**config.mk**
```make
export PLATFORM = sky130hd
export DESIGN_NAME = i2c_slave_responder_flat
export DESIGN_NICKNAME = d
export VERILOG_FILES = /design/src/rtl/i2c_pkg.sv /design/src/rtl/i2c_slave_responder_if.sv /design/src/rtl/i2c_bus_sync.sv /design/src/rtl/i2c_slave_responder.sv /design/src/flat_wrapper.sv
export SDC_FILE = /design/constraint.sdc
export NUM_CORES = 1
export LEC_CHECK = 0
export BUFFER_PORTS_ARGS = -buffer_cell sky130_fd_sc_hd__buf_2
export CAP_MARGIN = 20
export CORE_MARGIN = 2
export CORE_UTILIZATION = 55
export DETAILED_ROUTE_END_ITERATION = 8
export GPL_ROUTABILITY_DRIVEN = 0
export GPL_TIMING_DRIVEN = 0
export PLACE_DENSITY = 0.84
export SYNTH_ARGS = -nofsm -noshare
export SYNTH_HDL_FRONTEND = slang
export SYNTH_SLANG_ARGS = --single-unit
```
**constraint.sdc**
```tcl
create_clock -name ref_clk -period 6.4 [get_ports ref_clk]
set_clock_uncertainty 0.1 [all_clocks]
set_input_delay 1.28 -clock ref_clk [delete_from_list [all_inputs] [get_ports ref_clk]]
set_output_delay 1.28 -clock ref_clk [all_outputs]
set_load 0.1 [all_outputs]
```
**src/rtl/i2c_pkg.sv**
```systemverilog
// Shared I2C definitions: target FSM states and bus-level constants.
package i2c_pkg;

  typedef enum logic [2:0] {
    IDLE,
    ADDR,
    ADDR_ACK,
    WR_BYTE,
    WR_ACK,
    RD_BYTE,
    RD_ACK,
    IGNORE
  } i2c_state_t;

  localparam logic I2C_RW_READ = 1'b1;
  localparam logic I2C_ACK     = 1'b0;

endpackage

```
**src/rtl/i2c_slave_responder_if.sv**
```systemverilog
// Pin-level and register-port signals of the I2C target, grouped for port lists.
interface i2c_slave_responder_if;

  logic       scl_in;
  logic       sda_in;
  logic       sda_oe;
  logic [7:0] reg_addr;
  logic [7:0] reg_wdata;
  logic       reg_we;
  logic       reg_re;
  logic [7:0] reg_rdata;
  logic       busy;

  modport slave (
    input  scl_in, sda_in, reg_rdata,
    output sda_oe, reg_addr, reg_wdata, reg_we, reg_re, busy
  );

  modport master (
    output scl_in, sda_in, reg_rdata,
    input  sda_oe, reg_addr, reg_wdata, reg_we, reg_re, busy
  );

endinterface

```
**src/rtl/i2c_bus_sync.sv**
```systemverilog
// SCL/SDA synchronizer with edge pulses and START/STOP detection (SYNC_STAGES >= 2).
module i2c_bus_sync #(
  parameter int SYNC_STAGES = 2
) (
  input  logic ref_clk,
  input  logic reset_n,
  input  logic scl_in,
  input  logic sda_in,
  output logic scl_s,
  output logic sda_s,
  output logic scl_rise,
  output logic scl_fall,
  output logic start_det,
  output logic stop_det
);

  logic [SYNC_STAGES-1:0] scl_sync;
  logic [SYNC_STAGES-1:0] sda_sync;
  logic                   scl_d;
  logic                   sda_d;

  // Preset to 1 so a reset never looks like a bus transition.
  always_ff @(posedge ref_clk or negedge reset_n) begin
    if (!reset_n) begin
      scl_sync <= '1;
      sda_sync <= '1;
      scl_d    <= 1'b1;
      sda_d    <= 1'b1;
    end else begin
      scl_sync <= {scl_sync[SYNC_STAGES-2:0], scl_in};
      sda_sync <= {sda_sync[SYNC_STAGES-2:0], sda_in};
      scl_d    <= scl_sync[SYNC_STAGES-1];
      sda_d    <= sda_sync[SYNC_STAGES-1];
    end
  end

  assign scl_s     = scl_sync[SYNC_STAGES-1];
  assign sda_s     = sda_sync[SYNC_STAGES-1];
  assign scl_rise  = scl_s & ~scl_d;
  assign scl_fall  = ~scl_s & scl_d;
  assign start_det = scl_s & sda_d & ~sda_s;
  assign stop_det  = scl_s & ~sda_d & sda_s;

endmodule

```
**src/rtl/i2c_slave_responder.sv**
```systemverilog
// I2C target: address match, ACK generation and byte-wide register access
// through a pointer that auto-increments after every data byte.
module i2c_slave_responder
  import i2c_pkg::*;
#(
  parameter logic [6:0] SLAVE_ADDR  = 7'h42,
  parameter int         SYNC_STAGES = 2
) (
  input logic                  ref_clk,
  input logic                  reset_n,
  i2c_slave_responder_if.slave bus
);

  logic       scl_s, sda_s, scl_rise, scl_fall, start_det, stop_det;
  i2c_state_t state;
  logic [2:0] bit_cnt;
  logic [7:0] shift;
  logic       rw;
  logic       first_byte;
  logic       ack_phase;
  logic       load_now;
  logic       sda_oe_r;
  logic [7:0] reg_addr_r;
  logic [7:0] reg_wdata_r;
  logic       reg_we_r;
  logic       reg_re_r;
  logic       busy_r;

  i2c_bus_sync #(.SYNC_STAGES(SYNC_STAGES)) u_sync (
    .ref_clk   (ref_clk),
    .reset_n   (reset_n),
    .scl_in    (bus.scl_in),
    .sda_in    (bus.sda_in),
    .scl_s     (scl_s),
    .sda_s     (sda_s),
    .scl_rise  (scl_rise),
    .scl_fall  (scl_fall),
    .start_det (start_det),
    .stop_det  (stop_det)
  );

  // START/STOP override the bit-level state machine in every state.
  always_ff @(posedge ref_clk or negedge reset_n) begin
    if (!reset_n) begin
      state       <= IDLE;
      bit_cnt     <= '0;
      shift       <= '0;
      rw          <= 1'b0;
      first_byte  <= 1'b0;
      ack_phase   <= 1'b0;
      load_now    <= 1'b0;
      sda_oe_r    <= 1'b0;
      reg_addr_r  <= '0;
      reg_wdata_r <= '0;
      reg_we_r    <= 1'b0;
      reg_re_r    <= 1'b0;
      busy_r      <= 1'b0;
    end else begin
      reg_we_r <= 1'b0;
      reg_re_r <= 1'b0;
      load_now <= reg_re_r;
      if (reg_we_r)
        reg_addr_r <= reg_addr_r + 8'd1;
      if (start_det) begin
        state     <= ADDR;
        bit_cnt   <= '0;
        ack_phase <= 1'b0;
        sda_oe_r  <= 1'b0;
        busy_r    <= 1'b1;
      end else if (stop_det) begin
        state    <= IDLE;
        sda_oe_r <= 1'b0;
        busy_r   <= 1'b0;
      end else begin
        unique case (state)
          ADDR, WR_BYTE: if (scl_rise) begin
            shift   <= {shift[6:0], sda_s};
            bit_cnt <= bit_cnt + 3'd1;
            if (bit_cnt == 3'd7) begin
              ack_phase <= 1'b0;
              if (state == WR_BYTE) begin
                state <= WR_ACK;
              end else begin
                rw    <= sda_s;
                state <= (shift[6:0] == SLAVE_ADDR) ? ADDR_ACK : IGNORE;
              end
            end
          end
          ADDR_ACK: if (scl_fall) begin
            if (!ack_phase) begin
              ack_phase <= 1'b1;
              sda_oe_r  <= 1'b1;
            end else begin
              ack_phase <= 1'b0;
              bit_cnt   <= '0;
              if (rw == I2C_RW_READ) begin
                reg_re_r <= 1'b1;
                state    <= RD_BYTE;
              end else begin
                sda_oe_r   <= 1'b0;
                first_byte <= 1'b1;
                state      <= WR_BYTE;
              end
            end
          end
          WR_ACK: if (scl_fall) begin
            if (!ack_phase) begin
              ack_phase <= 1'b1;
              sda_oe_r  <= 1'b1;
              if (first_byte) begin
                reg_addr_r <= shift;
                first_byte <= 1'b0;
              end else begin
                reg_wdata_r <= shift;
                reg_we_r    <= 1'b1;
              end
            end else begin
              ack_phase <= 1'b0;
              sda_oe_r  <= 1'b0;
              bit_cnt   <= '0;
              state     <= WR_BYTE;
            end
          end
          // Read data arrives two cycles after the strobe; launch it only while SCL is low.
          RD_BYTE: begin
            if (load_now && !scl_s) begin
              shift    <= bus.reg_rdata;
              sda_oe_r <= ~bus.reg_rdata[7];
            end else if (scl_fall) begin
              bit_cnt <= bit_cnt + 3'd1;
              if (bit_cnt == 3'd7) begin
                sda_oe_r  <= 1'b0;
                ack_phase <= 1'b0;
                state     <= RD_ACK;
              end else begin
                shift    <= {shift[6:0], 1'b0};
                sda_oe_r <= ~shift[6];
              end
            end
          end
          RD_ACK: begin
            if (scl_rise) begin
              if (sda_s == I2C_ACK) begin
                reg_addr_r <= reg_addr_r + 8'd1;
                ack_phase  <= 1'b1;
              end else begin
                state <= IGNORE;
              end
            end else if (scl_fall && ack_phase) begin
              ack_phase <= 1'b0;
              bit_cnt   <= '0;
              reg_re_r  <= 1'b1;
              state     <= RD_BYTE;
            end
          end
          default: ;
        endcase
      end
    end
  end

  assign bus.sda_oe    = sda_oe_r;
  assign bus.reg_addr  = reg_addr_r;
  assign bus.reg_wdata = reg_wdata_r;
  assign bus.reg_we    = reg_we_r;
  assign bus.reg_re    = reg_re_r;
  assign bus.busy      = busy_r;

endmodule

```
**src/flat_wrapper.sv**
```systemverilog
// flat-port wrapper written by rule: the top's interface ports become plain ports
module i2c_slave_responder_flat import i2c_pkg::*;
#(
  parameter logic [6:0] SLAVE_ADDR  = 7'h42,
  parameter int         SYNC_STAGES = 2
)
  (ref_clk, reset_n, bus_scl_in, bus_sda_in, bus_reg_rdata, bus_sda_oe, bus_reg_addr, bus_reg_wdata, bus_reg_we, bus_reg_re, bus_busy);
  i2c_slave_responder_if bus_i ();
  input logic ref_clk;
  input logic reset_n;
  input wire logic [$bits(bus_i.scl_in)-1:0] bus_scl_in;
  input wire logic [$bits(bus_i.sda_in)-1:0] bus_sda_in;
  input wire logic [$bits(bus_i.reg_rdata)-1:0] bus_reg_rdata;
  output wire logic [$bits(bus_i.sda_oe)-1:0] bus_sda_oe;
  output wire logic [$bits(bus_i.reg_addr)-1:0] bus_reg_addr;
  output wire logic [$bits(bus_i.reg_wdata)-1:0] bus_reg_wdata;
  output wire logic [$bits(bus_i.reg_we)-1:0] bus_reg_we;
  output wire logic [$bits(bus_i.reg_re)-1:0] bus_reg_re;
  output wire logic [$bits(bus_i.busy)-1:0] bus_busy;
  assign bus_i.scl_in = bus_scl_in;
  assign bus_i.sda_in = bus_sda_in;
  assign bus_i.reg_rdata = bus_reg_rdata;
  assign bus_sda_oe = bus_i.sda_oe;
  assign bus_reg_addr = bus_i.reg_addr;
  assign bus_reg_wdata = bus_i.reg_wdata;
  assign bus_reg_we = bus_i.reg_we;
  assign bus_reg_re = bus_i.reg_re;
  assign bus_busy = bus_i.busy;
  i2c_slave_responder #(.SLAVE_ADDR(SLAVE_ADDR), .SYNC_STAGES(SYNC_STAGES)) u_core (.ref_clk(ref_clk), .reset_n(reset_n), .bus(bus_i));
endmodule
```
==> results.rst <==
.. list-table::
   :header-rows: 1

   * - Metric
     - Value
   * - Top area cells in the synthesized netlist
     - sky130_fd_sc_hd__dfrtp_1 (35%), sky130_fd_sc_hd__dfstp_2 (5.8%), sky130_fd_sc_hd__a21oi_1 (5.5%)
   * - Avg Synthesized Cell Area
     - 9.25 um2
   * - Final Hold Violating Endpoints
     - 0
   * - Resized cells post-CTS
     - 0
   * - Ys Warns
     - 0
   * - Proportion of netlist area held by the largest area contributor
     - 35.0%
   * - Hold-fix buffer count after cts
     - 0
   * - Remaining global-route overflow
     - 0
   * - Core area
     - 4750 um2
   * - Maximum count of clock buffers along a single path
     - 2
   * - Kind of start point of the critical path
     - register
   * - Clock slew seen by the registers of the worst setup and hold paths
     - 0.09 ns
   * - Global-route wire length before repair
     - 10700 um
   * - Height of the die
     - 74.3 um
   * - First-pass DRT Iterations
     - 5
   * - Source of the worst register-to-register timing path
     - u_core.bit_cnt[0]
   * - Vias post-DR
     - 2480
   * - Area growth syn-to-layout
     - 13.0%
   * - Std-Cell Rows
     - 25
   * - Routed via count divided by cell count
     - between 6 and 7
   * - Clock latency reported for the late side of the worst-skew pair
     - around 0.31 ns
   * - Synth Cell Area
     - 2720 um2
   * - Setup Viol. Count Final
     - 0
   * - Final HPWL from detailed placement
     - 4620 um
   * - Worst Path Required
     - 5.02 ns
   * - Biggest area consumer among synthesized cells
     - sky130_fd_sc_hd__dfrtp_1
   * - Worst path slowest cell
     - sky130_fd_sc_hd__dfrtp_1
   * - Part of the cycle the worst path needs
     - a little over two fifths
   * - Number of antenna violations at the first check in global routing
     - 0
   * - Final slew viol count
     - 0
   * - Run status
     - finished clean
   * - Share of synthesized flip-flops with an asynchronous set or reset
     - between 90% and 100%
   * - Cell depth of the worst min-delay path
     - 0
   * - Horizontal extent of the die
     - 74.3 um
   * - Reg area
     - approximately 1100 um2
   * - Fin Setup TNS
     - 0 ns
   * - NumNets Final
     - roughly 350
   * - Final-layout fill cell count
     - 410
   * - CTS tree
     - done
   * - Mapped Cells
     - 294
   * - Max frequency
     - 376 MHz
   * - Worst Tran Pin Value
     - 0.935 ns
   * - Count of different cell masters after synthesis
     - between 50 and 60
   * - Antenna-violating nets left
     - 0
   * - # H-tree levels
     - 2
   * - Clock Tree Root
     - sky130_fd_sc_hd__clkbuf_8
   * - Largest net degree at the start of global routing
     - 45
   * - Relative slew slack
     - 37.7%
   * - Routed length on met2
     - 3030 um
   * - Die outline area
     - ~5500 um2
   * - Minimum period implied by the final worst setup slack
     - 2.66 ns
   * - Net count after synthesis
     - 309
   * - Multi-input combinational cell area
     - between 1500 and 2000 um2
   * - Hold Path Class
     - register to register
   * - GRT Total Usage
     - 25.6%
   * - Proportion of layout cells with a drive suffix above 1
     - 16.5%
   * - Family of cells with the greatest summed delay on the critical path
     - flip-flops
   * - Setup Buffers After CTS
     - 0
   * - Setup crit end kind
     - output pin
   * - Critical path class
     - register to output pin
   * - Share of the yosys chip area belonging to registers
     - 40.8%
   * - Vias in the first global route
     - around 2.2k
   * - Post-Route Utilization
     - 64.6%
   * - MaxCap Viol Count
     - 0
   * - Met3 wire length
     - 601 um
   * - Hold Crit Endpoint
     - u_core.u_sync.scl_sync[1]
   * - Number of DRC markers in iteration 0
     - 303
   * - Static Leak
     - about 1.3 nW
   * - Hold Crit Start
     - u_core.u_sync.scl_sync[0]
   * - WP data arrival
     - 1.28 ns
   * - Biggest fanout along the worst timing path
     - 6
   * - Avg WL per Cell
     - 16.7 um
   * - Met1 routed wirelength after detailed routing
     - 2860 um
   * - Setup repair after global routing missed its margin
     - false
   * - EDFF count, synth
     - 0
   * - Initial Utilization
     - 57.2%
   * - Final antenna diode count
     - 0
   * - Number of top-level design ports
     - 32
   * - Power Density
     - 525 nW/um2
   * - Count of buffers from port buffering
     - 31
   * - Reg2Reg Depth
     - 6
   * - Most instantiated flip-flop cell in the synthesis netlist
     - sky130_fd_sc_hd__dfrtp_1
   * - Number of flip-flops and latches in the synthesized netlist
     - 44
   * - Number of buffers inserted during clock tree synthesis
     - 5
   * - CTS sink count
     - 44
   * - WP buf/inv
     - 1
   * - Total routed wirelength
     - approximately 6700 um
   * - Cell breakdown of the critical path
     - buf_2
   * - Highest routed metal layer
     - met4
   * - Maximum VDD drop
     - 0.000354 V
   * - Destination of the worst register-to-register timing path
     - u_core.state[2]
   * - Setup slack, reg-to-reg
     - 3.96 ns
   * - Biggest cell delay along the critical path
     - 0.49 ns
   * - DRC Markers
     - 0
[power by group]
group	internal (mW)	switching (mW)
combinational	0.246	0.672
sequential	0.373	0.0998
clock	0.118	0.107
total	0.736	0.879
[cell usage in the layout (no fill, tap or decap), types with 7 or more instances in the layout]
| cell type | instances |
|---|---|
| sky130_fd_sc_hd__nand2_1 | 21 |
| sky130_fd_sc_hd__a21oi_1 | 30 |
| sky130_fd_sc_hd__nand2b_1 | 12 |
| sky130_fd_sc_hd__o21ai_0 | 7 |
| sky130_fd_sc_hd__nor3_1 | 7 |
| sky130_fd_sc_hd__buf_2 | 36 |
| sky130_fd_sc_hd__clkbuf_1 | 13 |
| sky130_fd_sc_hd__xor2_1 | 8 |
| sky130_fd_sc_hd__mux2i_1 | 11 |
| sky130_fd_sc_hd__mux2_1 | 11 |
| sky130_fd_sc_hd__nor2_1 | 29 |
| sky130_fd_sc_hd__dfrtp_1 | 38 |
[routing by layer]
layer	vias up	track usage [%]
li1	1154	-
met4	0	10.1
met2	139	38.6
met5	-	0
met3	29	6.23
met1	1158	36.0
[stage by stage]
step / hold slack [ns] / power [mW] / instances / area [um2] / setup WS (ns)
after global placement: 0.246 / 1.36 / 392 / 2960 / 4.03
after floorplan: 0.245 / 1.20 / 294 / 2720 / 3.90
after detailed placement: 0.247 / 1.38 / 392 / 2960 / 4.02
after global routing: 0.261 / 1.70 / 400 / 3070 / 3.71
final: 0.258 / 1.61 / 400 / 3070 / 3.74
after CTS: 0.259 / 1.61 / 400 / 3070 / 3.75
[state kept, by name, indices dropped and copies added, names as in the netlist, 2 cells and up]
signal	cells
u_core.u_sync.scl_sync	2
u_core.bit_cnt	3
u_core.bus.reg_addr	8
u_core.shift	8
u_core.state	3
u_core.u_sync.sda_sync	2
u_core.bus.reg_wdata	8
[cells by family after synthesis]
| kind of cell | count (synthesis) | share of synthesized area, % |
|---|---|---|
| flops | 44 | 40.8 |
| mux | 22 | 8.61 |
| compound gates | 80 | 20.0 |
| fa+ha+maj | 4 | 1.75 |
| simple gates | 105 | 20.5 |
| xor+xnor | 14 | 4.51 |
| buf+inv | 25 | 3.82 |
[worst max path at each step]
stage,end,from,cells past startpoint,slack [ns]
2_1_floorplan,u_core.bus.reg_addr[7],u_core.bus.reg_we,6,3.90
3_3_place_gp,u_core.state[1],u_core.bit_cnt[0],6,4.03
3_5_place_dp,u_core.state[2],u_core.bit_cnt[0],6,4.02
4_1_cts,bus_reg_addr[0],u_core.bus.reg_addr[0],1,3.75
5_1_grt,bus_reg_addr[0],u_core.bus.reg_addr[0],1,3.71
6_report,bus_reg_addr[0],u_core.bus.reg_addr[0],1,3.74
[cell usage after synthesis (3+ instances only)]
cell,instances
sky130_fd_sc_hd__nand4_1,6
sky130_fd_sc_hd__nor3_1,7
sky130_fd_sc_hd__or3_1,3
sky130_fd_sc_hd__o22ai_1,5
sky130_fd_sc_hd__nor2b_1,3
sky130_fd_sc_hd__xor2_1,8
sky130_fd_sc_hd__o32ai_1,3
sky130_fd_sc_hd__clkbuf_1,13
sky130_fd_sc_hd__dfstp_2,6
sky130_fd_sc_hd__dfrtp_1,38
sky130_fd_sc_hd__o21ai_0,7
sky130_fd_sc_hd__a21oi_1,30
sky130_fd_sc_hd__o221ai_1,5
sky130_fd_sc_hd__inv_1,5
sky130_fd_sc_hd__nand2_1,21
sky130_fd_sc_hd__buf_2,5
sky130_fd_sc_hd__o211ai_1,3
sky130_fd_sc_hd__mux2i_1,11
sky130_fd_sc_hd__ha_1,3
sky130_fd_sc_hd__nand3_1,6
sky130_fd_sc_hd__nand2b_1,12
sky130_fd_sc_hd__xnor2_1,6
sky130_fd_sc_hd__a22o_1,5
sky130_fd_sc_hd__mux2_1,11
sky130_fd_sc_hd__nand3b_1,4
sky130_fd_sc_hd__nor2_1,29
[layout make-up]
type	count	share of cell area [%]
Buffer	20	2.77
Clock buffer	5	2.24
Clock inverter	3	1.51
Inverter	5	0.611
Multi-Input combinational cell	225	49.0
Sequential cell	44	36.1
Tap cell	67	2.73
Timing Repair Buffer	31	5.05
No activity file was read; power rests on OpenSTA's default activity.
